===== src/rtl/lzx_cs_pkg.sv =====
// Shared types and constants for the chip-select scheduler and its
// rotating-priority picker.
package lzx_cs_pkg;

  localparam int N_REQ = 8;
  localparam int ID_W  = 3;

  typedef enum logic [1:0] {
    IDLE,
    SETUP,
    ACTIVE,
    GUARD
  } state_t;

  // Pin levels for the 74HC138 enable inputs.
  typedef struct packed {
    logic e1_n;
    logic e2_n;
    logic e3;
  } dec_en_t;

  localparam dec_en_t DEC_ON  = '{e1_n: 1'b0, e2_n: 1'b0, e3: 1'b1};
  localparam dec_en_t DEC_OFF = '{e1_n: 1'b1, e2_n: 1'b1, e3: 1'b0};

endpackage


===== src/rtl/lzx_rr_pick8.sv =====
// Combinational rotating-priority picker: first set request at or above
// ptr, wrapping from 7 back to 0.
module lzx_rr_pick8
  import lzx_cs_pkg::*;
(
  input  logic [N_REQ-1:0] req,
  input  logic [ID_W-1:0]  ptr,
  output logic             valid,
  output logic [ID_W-1:0]  idx
);

  logic [ID_W-1:0] cand;

  always_comb begin
    valid = 1'b0;
    idx   = ptr;
    cand  = ptr;
    for (int unsigned i = 0; i < N_REQ; i++) begin
      // Index arithmetic wraps naturally in ID_W bits.
      cand = ptr + ID_W'(i);
      if (!valid && req[cand]) begin
        valid = 1'b1;
        idx   = cand;
      end
    end
  end

endmodule


===== src/rtl/lzx_cs_scheduler.sv =====
// Round-robin scheduler sharing one 3-to-8 decoder among 8 requesters,
// with address setup, bounded active window and guard gap per grant.
module lzx_cs_scheduler
  import lzx_cs_pkg::*;
#(
  parameter int SETUP_CYC = 1,
  parameter int HOLD_CYC  = 4,
  parameter int GUARD_CYC = 1,
  parameter int CNT_W     = 4
) (
  input  logic             clk,
  input  logic             rst_n,
  input  logic [N_REQ-1:0] req,
  output logic [ID_W-1:0]  dec_a,
  output logic             dec_e1_n,
  output logic             dec_e2_n,
  output logic             dec_e3,
  output logic [N_REQ-1:0] gnt,
  output logic [ID_W-1:0]  gnt_id,
  output logic             busy,
  output logic             done
);

  localparam logic [CNT_W-1:0] SETUP_LD = CNT_W'(SETUP_CYC - 1);
  localparam logic [CNT_W-1:0] HOLD_LD  = CNT_W'(HOLD_CYC - 1);
  localparam logic [CNT_W-1:0] GUARD_LD = CNT_W'((GUARD_CYC > 0) ? GUARD_CYC - 1 : 0);
  localparam state_t           POST_ST  = (GUARD_CYC > 0) ? GUARD : IDLE;

  state_t             state_q, state_d;
  logic [CNT_W-1:0]   cnt_q, cnt_d;
  logic [ID_W-1:0]    ptr_q, ptr_d;
  logic [ID_W-1:0]    id_q, id_d;
  dec_en_t            en_q, en_d;
  logic [N_REQ-1:0]   gnt_q, gnt_d;
  logic               busy_q, busy_d;
  logic               done_q, done_d;

  logic               pick_valid;
  logic [ID_W-1:0]    pick_idx;

  lzx_rr_pick8 u_pick (
    .req   (req),
    .ptr   (ptr_q),
    .valid (pick_valid),
    .idx   (pick_idx)
  );

  always_comb begin
    state_d = state_q;
    cnt_d   = cnt_q;
    ptr_d   = ptr_q;
    id_d    = id_q;
    en_d    = en_q;
    gnt_d   = gnt_q;
    done_d  = 1'b0;

    unique case (state_q)
      IDLE: begin
        if (pick_valid) begin
          id_d    = pick_idx;
          cnt_d   = SETUP_LD;
          state_d = SETUP;
        end
      end
      SETUP: begin
        // A released request aborts silently: no grant, no done.
        if (!req[id_q]) begin
          ptr_d   = id_q + ID_W'(1);
          cnt_d   = GUARD_LD;
          state_d = POST_ST;
        end else if (cnt_q == '0) begin
          en_d    = DEC_ON;
          gnt_d   = N_REQ'(1) << id_q;
          cnt_d   = HOLD_LD;
          state_d = ACTIVE;
        end else begin
          cnt_d = cnt_q - CNT_W'(1);
        end
      end
      ACTIVE: begin
        if (cnt_q == '0 || !req[id_q]) begin
          en_d    = DEC_OFF;
          gnt_d   = '0;
          done_d  = 1'b1;
          ptr_d   = id_q + ID_W'(1);
          cnt_d   = GUARD_LD;
          state_d = POST_ST;
        end else begin
          cnt_d = cnt_q - CNT_W'(1);
        end
      end
      GUARD: begin
        if (cnt_q == '0) begin
          state_d = IDLE;
        end else begin
          cnt_d = cnt_q - CNT_W'(1);
        end
      end
      default: state_d = IDLE;
    endcase

    busy_d = (state_d != IDLE);
  end

  always_ff @(posedge clk or negedge rst_n) begin
    if (!rst_n) begin
      state_q <= IDLE;
      cnt_q   <= '0;
      ptr_q   <= '0;
      id_q    <= '0;
      en_q    <= DEC_OFF;
      gnt_q   <= '0;
      busy_q  <= 1'b0;
      done_q  <= 1'b0;
    end else begin
      state_q <= state_d;
      cnt_q   <= cnt_d;
      ptr_q   <= ptr_d;
      id_q    <= id_d;
      en_q    <= en_d;
      gnt_q   <= gnt_d;
      busy_q  <= busy_d;
      done_q  <= done_d;
    end
  end

  assign dec_a    = id_q;
  assign gnt_id   = id_q;
  assign dec_e1_n = en_q.e1_n;
  assign dec_e2_n = en_q.e2_n;
  assign dec_e3   = en_q.e3;
  assign gnt      = gnt_q;
  assign busy     = busy_q;
  assign done     = done_q;

endmodule


===== config.mk =====
export PLATFORM = sky130hd
export DESIGN_NAME = lzx_cs_scheduler
export DESIGN_NICKNAME = d
export VERILOG_FILES = /design/src/rtl/lzx_cs_pkg.sv /design/src/rtl/lzx_rr_pick8.sv /design/src/rtl/lzx_cs_scheduler.sv
export SDC_FILE = /design/constraint.sdc
export NUM_CORES = 1
export LEC_CHECK = 0
export ABC_AREA = 0
export CORE_MARGIN = 3
export CORE_UTILIZATION = 37
export DETAILED_ROUTE_END_ITERATION = 12
export GPL_TIMING_DRIVEN = 0
export MAX_ROUTING_LAYER = met4
export PLACE_DENSITY = 0.57
export SYNTH_ARGS = -nofsm -noshare
export SYNTH_HDL_FRONTEND = slang
export SYNTH_HIERARCHICAL = 1
export SYNTH_SLANG_ARGS = --single-unit

===== constraint.sdc =====
create_clock -name clk -period 5.7 [get_ports clk]
set_clock_uncertainty 0.1 [all_clocks]
set_input_delay 1.14 -clock clk [delete_from_list [all_inputs] [get_ports clk]]
set_output_delay 1.14 -clock clk [all_outputs]
set_load 0.02 [all_outputs]

# Word-level counts from Yosys, hierarchy flattened
# Cells that the tools add are included.
totals:
  out_inout_bits: 19
  reg_bits: 25
  word_cells: 120
  in_bits: 10
op_classes:
  eq_ne: 9
  reduce_logical: 24
  order_cmp: 9
  mux: 58
  shift: 1
  n_addsub: 9
ops:
  columns: ["cell", "count"]
  rows:
  - ["3-bit by 4-bit less-than comparator with 1-bit output (second input constant)", 9]
  - ["3-bit 2-to-1 mux", 12]
  - ["1-bit binary-select mux with 3-bit select", 9]
  - ["8-bit 2-to-1 mux", 3]
  - ["4-bit 2-to-1 mux", 5]
  - ["1-bit 2-to-1 mux", 19]
  - ["4-bit case mux with 4 select lines", 1]
  - ["8-bit case mux with 2 select lines", 1]
  - ["3-bit adder (second input constant)", 4]
  - ["2-bit != test (second input constant)", 6]
  - ["3-bit case mux with 2 select lines", 2]
  - ["2-bit 2-to-1 mux", 5]
  - ["1-bit logical NOT", 8]
  - ["2-bit case mux with 4 select lines", 1]
  - ["1-bit by 3-bit << shifter with 8-bit output (first input constant)", 1]
  - ["1-bit logical AND", 7]
  - ["3-bit by 1-bit adder with 3-bit output (second input constant)", 2]
  - ["3-bit by 2-bit adder with 3-bit output (second input constant)", 2]
  - ["2-bit equality test (second input constant)", 2]
  - ["4-bit logical NOT", 1]
  - ["2-bit AND reduction", 2]
  - ["4-bit AND reduction", 1]
  - ["2-bit nonzero test", 2]
  - ["4-bit by 1-bit subtractor with 4-bit output (second input constant)", 1]
  - ["other kinds (4)", 4]

# Depth between registers and ports, before layout
depth:
  word_depth: 27
  mapped_depth: 13
  mapped_depth_nobuf: 11

# By module
# Netlist, hierarchy kept.
modules_own_cells:
  columns: ["mod", "area_per_inst_um2", "cells_each", "seq_area_each_um2", "n_inst"]
  rows:
  - ["lzx_cs_scheduler", 1452.6, 149, 601.8, 1]
  - ["lzx_rr_pick8", 867.1, 97, 0.0, 1]

# Worst setup path before layout
# OpenSTA, ideal clock, no wires.
synth_timing:
  path_kind: "flip-flop to flip-flop"
  startpoint: "register ptr_q[1]"
  endpoint: "register cnt_q[2]"
  t_arrival_ps: 3379
  required_time_ps: 5533
  setup_slack_ps: 2154
  path_stages_with_launch: 14
  synth_period_minus_slack_ps: 3546
  setup_ps: 67
  n_path_buf: 2
  path_cell_list: "dfrtp_1 > buf_2 > inv_1 > ha_1 > buf_4 > mux4_2 > mux2_2 > o32a_1 > or3_4 > nand2b_1 > nor3_1 > a31oi_1 > a31oi_1 > a41o_1"
synth_via:
  elab_chain_cells: 26
  word_cells_on_any_way: 47
  cone_classes: "add/sub (7); eq/ne (1); mux (24); reduce/logical (15)"
synth_lines:
  columns: ["element", "line", "rtl"]
  rows:
  - ["start: declaration", "lzx_cs_scheduler.sv:31", "logic [ID_W-1:0] ptr_q, ptr_d;"]
  - ["start signal: assignment", "lzx_cs_scheduler.sv:118", "ptr_q <= ptr_d;"]
  - ["branches (longest 23 deep; another with 3-bit by 1-bit adder with 3-bit output)", null, null]
  - ["1-bit 2-to-1 mux (*)", "lzx_rr_pick8.sv:21", "if (!valid && req[cand]) begin"]
  - ["via pick_valid", "lzx_cs_scheduler.sv:38", "logic pick_valid;"]
  - ["2-bit != test (no line) (*)", null, null]
  - ["2-bit AND reduction (no line) (*)", null, null]
  - ["end signal: assignment", "lzx_cs_scheduler.sv:117", "cnt_q <= cnt_d;"]
  - ["end: declaration", "lzx_cs_scheduler.sv:30", "logic [CNT_W-1:0] cnt_q, cnt_d;"]
# Mark *: on every way through the listed nets, which the timed path passes. The select of a mux whose other input is x is not followed.
# A chain may end at the register's enable or synchronous reset.

# Worst setup path after layout
# Ends and elaborated chain as after synthesis.

==> results_dict.tcl <==
set metrics [dict create \
    status "complete, no violations" \
    path_clk_slew_ps 90 \
    routed_via_density 5.94 \
    syn-cell-area_um2 2320 \
    antenna_found_initial 0 \
    fin_tns_setup_ps 0 \
    hpwl_um 4400 \
    sw_frac_of_total 0.491 \
    cap_violations 0 \
    worst_ep_arrival_time_ps 4340 \
    crit_path_end_kind "flip-flop" \
    p_sw_w 0.000930 \
    crit_path_start_kind "flip-flop" \
    slew_violations 0 \
    drive_above_1_share 0.147 \
    clock_sinks 24 \
    synth_ff_type "dfrtp_1" \
    ys_types 59 \
    vias 2098 \
    clock-root-buffer "clkbuf_8" \
    die_w_um 85.2 \
    cts_resized 0 \
    ys_async_sr_fraction 1.00 \
    cts_inserted_buffers 3 \
    yosys.area.top_type_share 0.248 \
    synth_cells 246 \
    num_rows 28 \
    power.leakage_nw 1.08 \
    power_frac_seq 0.165 \
    final-instance-count-excl-fill 353 \
    routed_wl_um 6080 \
    grt_pass1_wl_um 10200 \
    ctsHoldBuffers 0 \
    synth_edf_count 0 \
    diodes 0 \
    drt_iter0_markers 117 \
    slew_headroom 0.234 \
    antenna_left 0 \
    worst_pin_slew_ps 1150 \
    drc_errors 0 \
    post-place-cells 349 \
    ys_ff_latch 24 \
    critPathKind "flip-flop to flip-flop" \
    port_buffers 28 \
    p_int_w 0.000966 \
    area_growth_pct 18.1 \
    fin_util 0.457 \
    clockBufferDepth 2 \
    coreArea_um2 5990 \
    hold_class "flip-flop to flip-flop" \
    max-vdd-ir-drop_uv 301 \
    grt-ovfl-total 0 \
    io_pins 29 \
    timing.fmax_mhz 237 \
    syn_nets 266 \
    synth_top_cell_by_area "dfrtp_1" \
    placed_area_um2 2690 \
    initial_core_util 0.387 \
    grt_usage 0.177 \
    fin_area_um2 2740 \
    p_clk_frac 0.057 \
    grt_pass1_vias 2048 \
    seq_area_frac_synth 0.259 \
    post_cts_buffers 0 \
    crit_required_ps 5810 \
    setup_ws_ps 1480 \
    power.density_nw_per_um2 693 \
    avgSynthCellArea_um2 9.43 \
    place.gp.congestion 0.899 \
    layout.nets 299 \
    dieHeight_um 85.2 \
    rsz0062_at_grt "no" \
    worstPathMaxFanout 10 \
    dieArea_um2 7260 \
    finalCriticalPeriod_ps 4220 \
    yosys_warnings 6 \
    clkLatencyLatePin_ps 270 \
    p_comb_frac 0.778 \
    fin_crit_sh 0.741 \
    synth.top_cells.by_area "dfrtp_1, mux4_2, ha_1" \
    dr.pass1.iters 4 \
    preCtsSetupSlack_ps 1320 \
    cts.htree.levels 1 \
    hold_violations 0 \
    setup_viol 0 \
    wl_per_cell_um 17.2 \
    grt_max_degree 25 \
    cts_tree "yes" \
]
[worst max-delay path, cell delays in order, from the launching register on]
cell and delay, ps:
dfrtp_1 510, buf_2 310, inv_1 180, ha_1 400
buf_4 220, mux4_2 510, mux2_2 320, o32a_1 270
or3_4 450, nand2b_1 210, nor3_1 230, a31oi_1 120
a31oi_1 200, a41o_1 120
[power groups by stage]
stage	clock network, W	registers (W)	logic (W)
floorplan	0	0.000342	0.00108
global placement	0	0.000316	0.00146
detailed placement	0	0.000317	0.00146
CTS	0.000111	0.000314	0.00147
global route	0.000117	0.000326	0.00162
finish	0.000108	0.000314	0.00147
[final timing paths]
path | depth (start not counted) | slack, ps | start | endpoint
hold reg to reg | 1 | 410 | gnt[6]$_DFFE_PN0P_ | gnt[6]$_DFFE_PN0P_
max in group asynchronous | 1 | 3440 | rst_n | gnt[6]$_DFFE_PN0P_
hold / removal | 1 | 410 | gnt[6]$_DFFE_PN0P_ | gnt[6]$_DFFE_PN0P_
min in group asynchronous | 1 | 1370 | rst_n | gnt[7]$_DFFE_PN0P_
setup / recovery | 13 | 1480 | ptr_q[1]$_DFFE_PN0P_ | cnt_q[2]$_DFFE_PN0P_
setup reg to reg | 13 | 1480 | ptr_q[1]$_DFFE_PN0P_ | cnt_q[2]$_DFFE_PN0P_
[layout by cell type (no fill, tap or decap), types with 4 or more instances in the layout]
| master | instances |
|---|---|
| inv_1 | 16 |
| clkdlybuf4s50_1 | 28 |
| a21oi_1 | 14 |
| ha_1 | 10 |
| a22o_1 | 7 |
| a31oi_1 | 7 |
| nor2b_1 | 9 |
| a32o_1 | 4 |
| a22oi_1 | 5 |
| a221oi_1 | 4 |
| dfrtp_1 | 23 |
| mux2i_1 | 4 |
| buf_4 | 5 |
| o21ai_0 | 14 |
| o32ai_1 | 4 |
| nor2_1 | 8 |
| mux2_2 | 5 |
| mux4_2 | 14 |
| nand2b_1 | 5 |
| nand2_1 | 16 |
| clkbuf_1 | 13 |
| nand3_1 | 5 |
[cells in the mapped netlist (2+ instances only)]
master and n:
a22oi_1 5, a21oi_1 14, dfrtp_1 23, a31oi_1 7, and2_1 3, buf_4 5, a22o_1 7, nand2b_1 5
o2111ai_1 3, nor3_1 3, a211oi_1 3, xnor2_1 3, ha_1 10, mux2_2 5, mux2i_1 4, and3_1 2
o221ai_1 2, inv_1 16, a21boi_0 2, a41o_1 2, nor2b_1 9, nor2_1 8, mux4_2 14, a32o_1 4
o21ai_0 14, nand2_1 16, a2bb2oi_1 2, o31ai_1 2, o32ai_1 4, buf_2 2, a221oi_1 4, nand3_1 5
clkbuf_1 12
[flip-flops by register name (all words and copies together), names as in the netlist]
name      count
gnt           8
cnt_q         4
dec_a         3
ptr_q         3
state_q       2
busy          1
dec_e2_n      1
dec_e3        1
done          1
[cell families after synthesis]
group           synth area share
buf+inv                   0.0723
compound gates             0.271
fa+ha+maj                 0.0588
xor+xnor                  0.0151
flops                      0.259
simple gates               0.140
mux                        0.184
[layout make-up]
cell class,instances,area [µm²]
Fill cell,596,3250
Multi-Input combinational cell,185,1550
Sequential cell,24,602
Timing Repair Buffer,28,280
Buffer,21,108
Tap cell,75,93.8
Inverter,16,60.1
Clock buffer,4,45.0
[per-stage QoR]
step                      hold WS, ps  power, W
after global routing              424   0.00206
after detailed placement          396   0.00178
after global placement            379   0.00177
after floorplan                   421   0.00142
after CTS                         417   0.00190
final                             414   0.00190
[routing by layer]
layer  global-route usage  part of all wire
met1                0.250              0.50
met5                    -                 0
met2                0.267              0.45
met4               0.0360             0.013
met3               0.0311             0.036
Power figures use the tool's default switching activity.
